==> config.mk <==
export PLATFORM = sky130hd
export DESIGN_NAME = jump_lookup_btb
export DESIGN_NICKNAME = d
export VERILOG_FILES = /design/src/rtl/btb_pkg.sv /design/src/rtl/btb_sat_counter.sv /design/src/rtl/jump_lookup_btb.sv
export SDC_FILE = /design/constraint.sdc
export NUM_CORES = 1
export LEC_CHECK = 0
export ABC_AREA = 1
export CAP_MARGIN = 20
export CELL_PAD_IN_SITES_DETAIL_PLACEMENT = 0
export CELL_PAD_IN_SITES_GLOBAL_PLACEMENT = 1
export CORE_UTILIZATION = 32
export DETAILED_ROUTE_END_ITERATION = 7
export GPL_TIMING_DRIVEN = 0
export HOLD_SLACK_MARGIN = 0.1
export PLACE_DENSITY = 0.6
export SYNTH_ARGS = -nofsm -noshare
export SYNTH_HDL_FRONTEND = slang
export SYNTH_SLANG_ARGS = --single-unit
==> constraint.sdc <==
create_clock -name clk -period 3.59 [get_ports clk]
set_input_delay 0.718 -clock clk [delete_from_list [all_inputs] [get_ports clk]]
set_output_delay 0.718 -clock clk [all_outputs]
set_load 0.1 [all_outputs]
==> src/rtl/btb_pkg.sv <==
// -----------------------------------------------------------------------------
// btb_pkg
// Shared constants and types for the jump_lookup_btb branch-target buffer.
//   CNT_W          width of the 2-bit direction counter
//   CNT_STRONG_NT  counter floor (strongly not-taken)
//   CNT_WEAK_T     value loaded into a freshly allocated entry
//   CNT_MAX        counter ceiling (strongly taken)
//   BTB_PC_W       default PC / target width
//   btb_entry_t    packed entry layout {valid, tag, target, cnt} at BTB_PC_W
// -----------------------------------------------------------------------------
package btb_pkg;

   localparam int CNT_W = 2;

   localparam logic [CNT_W-1:0] CNT_STRONG_NT = 2'b00;
   localparam logic [CNT_W-1:0] CNT_WEAK_T    = 2'b10;
   localparam logic [CNT_W-1:0] CNT_MAX       = 2'b11;

   localparam int BTB_PC_W = 8;

   // Entry layout at the default PC width. The top level declares the same
   // layout at its own PC_W so the field order stays identical.
   typedef struct packed {
      logic                valid;
      logic [BTB_PC_W-1:0] tag;
      logic [BTB_PC_W-1:0] target;
      logic [CNT_W-1:0]    cnt;
   } btb_entry_t;

endpackage : btb_pkg

==> src/rtl/btb_sat_counter.sv <==
// -----------------------------------------------------------------------------
// btb_sat_counter
// Next-state function of a 2-bit saturating up/down direction counter.
// Purely combinational; the owning entry holds the state.
//   cnt_i  current counter value
//   en_i   1 = step the counter this cycle, 0 = hold
//   up_i   1 = count up (taken), 0 = count down (not taken)
//   cnt_o  next counter value, clamped to [CNT_STRONG_NT, CNT_MAX]
// -----------------------------------------------------------------------------
module btb_sat_counter
   import btb_pkg::*;
(
   input  logic [CNT_W-1:0] cnt_i,
   input  logic             en_i,
   input  logic             up_i,
   output logic [CNT_W-1:0] cnt_o
);

   localparam logic [CNT_W-1:0] CNT_ONE = CNT_W'(1);

   always_comb begin
      // NOTE: cnt_o gets a default before any branch so no path leaves it
      // unassigned; otherwise synthesis infers a latch.
      cnt_o = cnt_i;
      if (en_i) begin
         if (up_i) begin
            if (cnt_i != CNT_MAX) cnt_o = cnt_i + CNT_ONE;
         end else begin
            if (cnt_i != CNT_STRONG_NT) cnt_o = cnt_i - CNT_ONE;
         end
      end
   end

endmodule : btb_sat_counter

==> src/rtl/jump_lookup_btb.sv <==
// -----------------------------------------------------------------------------
// jump_lookup_btb
// Fully associative branch-target buffer with 2-bit direction counters.
// Fetch looks up a PC combinationally; execute writes back resolved jumps.
//   clk, rst_n    rising-edge clock, asynchronous active-low reset
//   lk_pc         fetch PC to look up
//   pred_hit      lk_pc matches a valid entry (combinational)
//   pred_taken    counter MSB of the matching entry, 0 on miss
//   pred_target   stored target of the matching entry, 0 on miss
//   pred_index    matching entry index, 0 on miss
//   upd_valid     resolved jump update this cycle
//   upd_pc        PC of the resolved jump
//   upd_taken     actual direction
//   upd_target    actual target
//   flush         invalidate every entry (wins over a same-cycle update)
//   entry_count   registered number of valid entries
//   mispredict    registered pulse: update contradicted the stored prediction
// -----------------------------------------------------------------------------
module jump_lookup_btb
   import btb_pkg::*;
#(
   parameter  int PC_W    = BTB_PC_W,
   parameter  int ENTRIES = 4,
   localparam int IDX_W   = $clog2(ENTRIES)
) (
   input  logic              clk,
   input  logic              rst_n,
   input  logic [PC_W-1:0]   lk_pc,
   output logic              pred_hit,
   output logic              pred_taken,
   output logic [PC_W-1:0]   pred_target,
   output logic [IDX_W-1:0]  pred_index,
   input  logic              upd_valid,
   input  logic [PC_W-1:0]   upd_pc,
   input  logic              upd_taken,
   input  logic [PC_W-1:0]   upd_target,
   input  logic              flush,
   output logic [IDX_W:0]    entry_count,
   output logic              mispredict
);

   localparam int CNTR_W = IDX_W + 1;

   typedef struct packed {
      logic              valid;
      logic [PC_W-1:0]   tag;
      logic [PC_W-1:0]   target;
      logic [CNT_W-1:0]  cnt;
   } entry_t;

   // ---------------------------------------------------------------------
   // State
   // ---------------------------------------------------------------------
   entry_t             entries_q [ENTRIES];
   entry_t             entries_d [ENTRIES];
   logic [IDX_W-1:0]   alloc_ptr_q,   alloc_ptr_d;
   logic [CNTR_W-1:0]  entry_count_q, entry_count_d;
   logic               mispredict_q,  mispredict_d;

   // ---------------------------------------------------------------------
   // Per-entry CAM match and counter next-state
   // ---------------------------------------------------------------------
   logic [ENTRIES-1:0] lk_match;
   logic [ENTRIES-1:0] upd_match;
   logic [ENTRIES-1:0] invalid_vec;
   logic [CNT_W-1:0]   cnt_next [ENTRIES];

   for (genvar gi = 0; gi < ENTRIES; gi++) begin : g_entry
      assign lk_match[gi]    = entries_q[gi].valid && (entries_q[gi].tag == lk_pc);
      assign upd_match[gi]   = entries_q[gi].valid && (entries_q[gi].tag == upd_pc);
      assign invalid_vec[gi] = !entries_q[gi].valid;

      btb_sat_counter u_cnt (
         .cnt_i (entries_q[gi].cnt),
         .en_i  (upd_match[gi]),
         .up_i  (upd_taken),
         .cnt_o (cnt_next[gi])
      );
   end

   // ---------------------------------------------------------------------
   // Lookup: at most one entry matches, so the last-match loop simply
   // selects it; the registered state means no bypass from this cycle's
   // update.
   // ---------------------------------------------------------------------
   always_comb begin
      pred_hit    = |lk_match;
      pred_taken  = 1'b0;
      pred_target = '0;
      pred_index  = '0;
      for (int i = 0; i < ENTRIES; i++) begin
         if (lk_match[i]) begin
            pred_taken  = entries_q[i].cnt[CNT_W-1];
            pred_target = entries_q[i].target;
            pred_index  = IDX_W'(i);
         end
      end
   end

   // ---------------------------------------------------------------------
   // Update-side match result and victim selection
   // ---------------------------------------------------------------------
   logic             upd_hit;
   logic             upd_hit_msb;
   logic             any_invalid;
   logic [IDX_W-1:0] first_invalid;
   logic [IDX_W-1:0] victim;

   always_comb begin
      upd_hit     = |upd_match;
      upd_hit_msb = 1'b0;
      for (int i = 0; i < ENTRIES; i++) begin
         if (upd_match[i]) upd_hit_msb = entries_q[i].cnt[CNT_W-1];
      end

      // Scanning downward leaves the lowest-index invalid entry selected.
      any_invalid   = |invalid_vec;
      first_invalid = '0;
      for (int i = ENTRIES - 1; i >= 0; i--) begin
         if (invalid_vec[i]) first_invalid = IDX_W'(i);
      end

      victim = any_invalid ? first_invalid : alloc_ptr_q;
   end

   // ---------------------------------------------------------------------
   // Next-state
   // ---------------------------------------------------------------------
   always_comb begin
      entries_d    = entries_q;
      alloc_ptr_d  = alloc_ptr_q;
      mispredict_d = 1'b0;

      if (flush) begin
         // Only valid bits and the pointer are cleared; stale tags and
         // counters are harmless behind valid=0.
         for (int i = 0; i < ENTRIES; i++) entries_d[i].valid = 1'b0;
         alloc_ptr_d = '0;
      end else if (upd_valid) begin
         if (upd_hit) begin
            for (int i = 0; i < ENTRIES; i++) begin
               if (upd_match[i]) begin
                  entries_d[i].cnt = cnt_next[i];
                  if (upd_taken) entries_d[i].target = upd_target;
               end
            end
            mispredict_d = (upd_hit_msb != upd_taken);
         end else if (upd_taken) begin
            entries_d[victim] = '{valid: 1'b1, tag: upd_pc, target: upd_target,
                                  cnt: CNT_WEAK_T};
            // ENTRIES is a power of two, so the natural IDX_W-bit wrap is
            // the modulo-ENTRIES increment.
            if (!any_invalid) alloc_ptr_d = alloc_ptr_q + IDX_W'(1);
            mispredict_d = 1'b1;
         end
      end

      // Popcount of the post-edge valid bits.
      entry_count_d = '0;
      for (int i = 0; i < ENTRIES; i++) begin
         entry_count_d = entry_count_d + CNTR_W'(entries_d[i].valid);
      end
   end

   // ---------------------------------------------------------------------
   // Registers
   // ---------------------------------------------------------------------
   // NOTE: the entry array is reset along with the control flops because a
   // reset must leave tags, targets and counters at zero, not just valids;
   // all state updates use non-blocking assignment.
   always_ff @(posedge clk or negedge rst_n) begin
      if (!rst_n) begin
         for (int i = 0; i < ENTRIES; i++) entries_q[i] <= '0;
         alloc_ptr_q   <= '0;
         entry_count_q <= '0;
         mispredict_q  <= 1'b0;
      end else begin
         for (int i = 0; i < ENTRIES; i++) entries_q[i] <= entries_d[i];
         alloc_ptr_q   <= alloc_ptr_d;
         entry_count_q <= entry_count_d;
         mispredict_q  <= mispredict_d;
      end
   end

   assign entry_count = entry_count_q;
   assign mispredict  = mispredict_q;

endmodule : jump_lookup_btb

==> results.cfg <==
[final_layout]
syn_to_final_growth_pct = 18.93
layout-drive-gt1-share_pct = 11.38
design_area_mm2 = 0.007272
fin_util_pct = 38.88
n_antenna_cell = 0
layout.cells.most_common_list = nand2_1 (399), inv_1 (104), dfrtp_1 (82), o21ai_0 (71), nor2_1 (61)
final_common_cell = nand2_1
stdcell_count = 1262
final_nets = 1055

[clock_tree]
clockBufferDepth = 2
cts_made_buffers = 9
path_clk_slew_ns = 0.07
clk_latency_ns = 0.35
cts_root_buffer = clkbuf_16
cts-hold-fix-buffers = 0
cts_tree = built
cts.htree.levels = 3
clock_sinks = 82

[timing]
max_freq_mhz = 293.0
maxSlewViolCount = 0
fin_crit_sh_pct = 95.06
worst_pin_slew_ns = 0.9745
hold_viol = 0
grt_setup_unrepaired = false
fin_worst_skew_ns = 0.01027
setup_ws_ns = 0.1772
slew_headroom_pct = 34.83
layout_min_cycle_time_ns = 3.413
setup_viol = 0

[yosys]
synth_edf_count = 0
yosys_warnings = 0
ys_top_cells_by_area = dfrtp_1 (34%), nand2_1 (25%), inv_1 (6.4%), o21ai_0 (5.9%), nand3_1 (3.8%)
synth_nets = 1000
synth_area_leader_cell = dfrtp_1
synth_cell_types = 40
synth_top_area_share_pct = 33.56
synth_compound_area_share_pct = 13.55
yosysSeqAreaShare_pct = 33.56
synth.cell_area_mm2 = 0.006115
synth-xor-area-share_pct = 3.008
synth_top_family_by_area = simple AND/OR/NAND/NOR gates
synth.mux.area_fraction_pct = 1.289
avgSynthCellArea_um2 = 6.317
synthSimpleGateAreaFrac_pct = 37.84
ys_seq_elements = 82
synth_cells = 968
synth-main-ff-cell = dfrtp_1
synthArstFlopShare_pct = 100.0
yosys.area_share.adder_pct = 0.7366

[placed_design]
io_buffers = 36
place_hpwl_mm = 17.10
pre_cts_slack_ns = -1.597
gp_congestion = 0.8184
dpl.cell_count = 1239
placedInstanceArea_mm2 = 0.006797

[setup_path]
crit_path_start_kind = input pin
path_class = in2out
end_kind = output pin
crit_required_ns = 2.87
endpoint = pred_target[4]
crit_start = lk_pc[4]
cp_max_fo = 10
r2r_slack_ns = 0.48
crit_arrival_ns = 2.69
rr_endpoint = entry_count[1]$_DFF_PN0_
rr_worst_depth = 18

[die]
core_mm2 = 0.01871
fp.dieW_um = 140.2
row_count = 50
die_y_um = 140.2
start_util_pct = 32.69
io_pins = 45
die-area_mm2 = 0.01966

[detailed_routing]
viasPerCell = 4.928
drtIter0Drc = 461
drtPass1Iterations = 5
wl_per_cell_um = 17.54
drc = 0
ant_nets = 0
vias = 6219
drt_wl_total_mm = 22.14

[global_route]
grt_max_degree = 58
antenna_found_initial = 0
grt_pass1_vias = 5982
grt.overflow.total = 0
grt_pass1_wl_mm = 34.98
grt_usage_pct = 23.59

[power]
p_sw_mw = 0.9231
vdd_drop_max_mv = 0.2266
power.density_mw_per_mm2 = 394.6
power_frac_comb_pct = 21.6
internal_power_mw = 1.947
seqPwrFrac_pct = 38.8
p_clk_share_pct = 39.6
leakage_nw = 3.612
switching_share_pct = 32.17

[worst_hold_path]
hp-class = in2async

[status]
status = completed

[run]
max_cap_violations = 0
-- timing repair --
item,CTS,global route
setup endpoints to repair,15,12
pin swaps,3,0
resized for setup,102,21
setup buffers,6,1
-- power groups by stage --
stage	sequential [mW]	clock [mW]	combinational, mW
3_3_place_gp	1.13	0	0.615
2_1_floorplan	1.12	0	0.408
5_1_grt	1.13	1.19	0.710
6_report	1.11	1.14	0.619
3_5_place_dp	1.13	0	0.614
4_1_cts	1.11	1.16	0.618
-- layout make-up --
class | instances | area, um2
Fill cell | 2098 | 11430
Buffer | 29 | 193.9
Tap cell | 234 | 292.8
Clock buffer | 11 | 252.7
Timing Repair Buffer | 44 | 426.7
Multi-Input combinational cell | 739 | 3501
Sequential cell | 82 | 2052
Inverter | 118 | 452.9
Clock inverter | 5 | 100.1
-- stage by stage --
step                      hold WS [ns]  TNS, ns  power (mW)
after floorplan                 0.4224        0       1.529
after CTS                       0.3011        0       2.894
final                           0.2879        0       2.870
after detailed placement        0.4754   -19.53       1.744
after global placement          0.4605  -163.26       1.745
after global routing            0.3126        0       3.031
-- synth_stat cells, types with 4 or more instances --
| master | count |
|---|---|
| nand2_1 | 401 |
| inv_1 | 105 |
| dfrtp_1 | 82 |
| o21ai_0 | 72 |
| nor2_1 | 61 |
| nand3_1 | 47 |
| a21oi_1 | 37 |
| o21ai_1 | 20 |
| nand4_1 | 14 |
| buf_2 | 13 |
| xnor2_1 | 13 |
| inv_2 | 10 |
| o211ai_1 | 9 |
| xor2_1 | 8 |
| clkbuf_1 | 7 |
| mux2_2 | 6 |
| nor2_2 | 6 |
| nor2_4 | 6 |
| nor3_1 | 5 |
| o22ai_1 | 5 |
| buf_4 | 4 |
| buf_6 | 4 |
-- worst max-delay path: stages --
cell and delay [ns]:
clkdlybuf4s15_1 0.30, inv_1 0.15, nand2_1 0.12, nand2_1 0.06, nor2_1 0.09, nand2_1 0.09, nor4_4 0.25, buf_4 0.18
clkbuf_8 0.17, nand3_1 0.09, nand2_1 0.07, inv_1 0.04, nand2_1 0.07, buf_4 0.28
-- routing by layer --
metal  GRT usage (%)  routed length, um  vias to the layer above
li1                -                  -                     3168
met1           35.62              11390                     2918
met2           35.97               9744                      121
met3           2.085                820                       12
met4           5.726                184                        0
met5               0                  0                        -
-- cell families after synthesis --
kind of cell,count (synthesis)
simple gates,557
compound gates,151
buf+inv,147
flops,82
xor+xnor,21
mux,7
fa+ha+maj,3
-- worst min path at each step --
stage / endpoint / cells after the start / slack, ns
2_1_floorplan: asynchronous set/reset pin / 0 / 0.42
3_3_place_gp: entries_q[45]$_DFFE_PN0P_ / 2 / 0.46
3_5_place_dp: entries_q[45]$_DFFE_PN0P_ / 2 / 0.48
4_1_cts: asynchronous set/reset pin / 1 / 0.30
5_1_grt: asynchronous set/reset pin / 1 / 0.31
6_report: asynchronous set/reset pin / 1 / 0.29
Note: power is estimated with default switching activity, not from simulation.
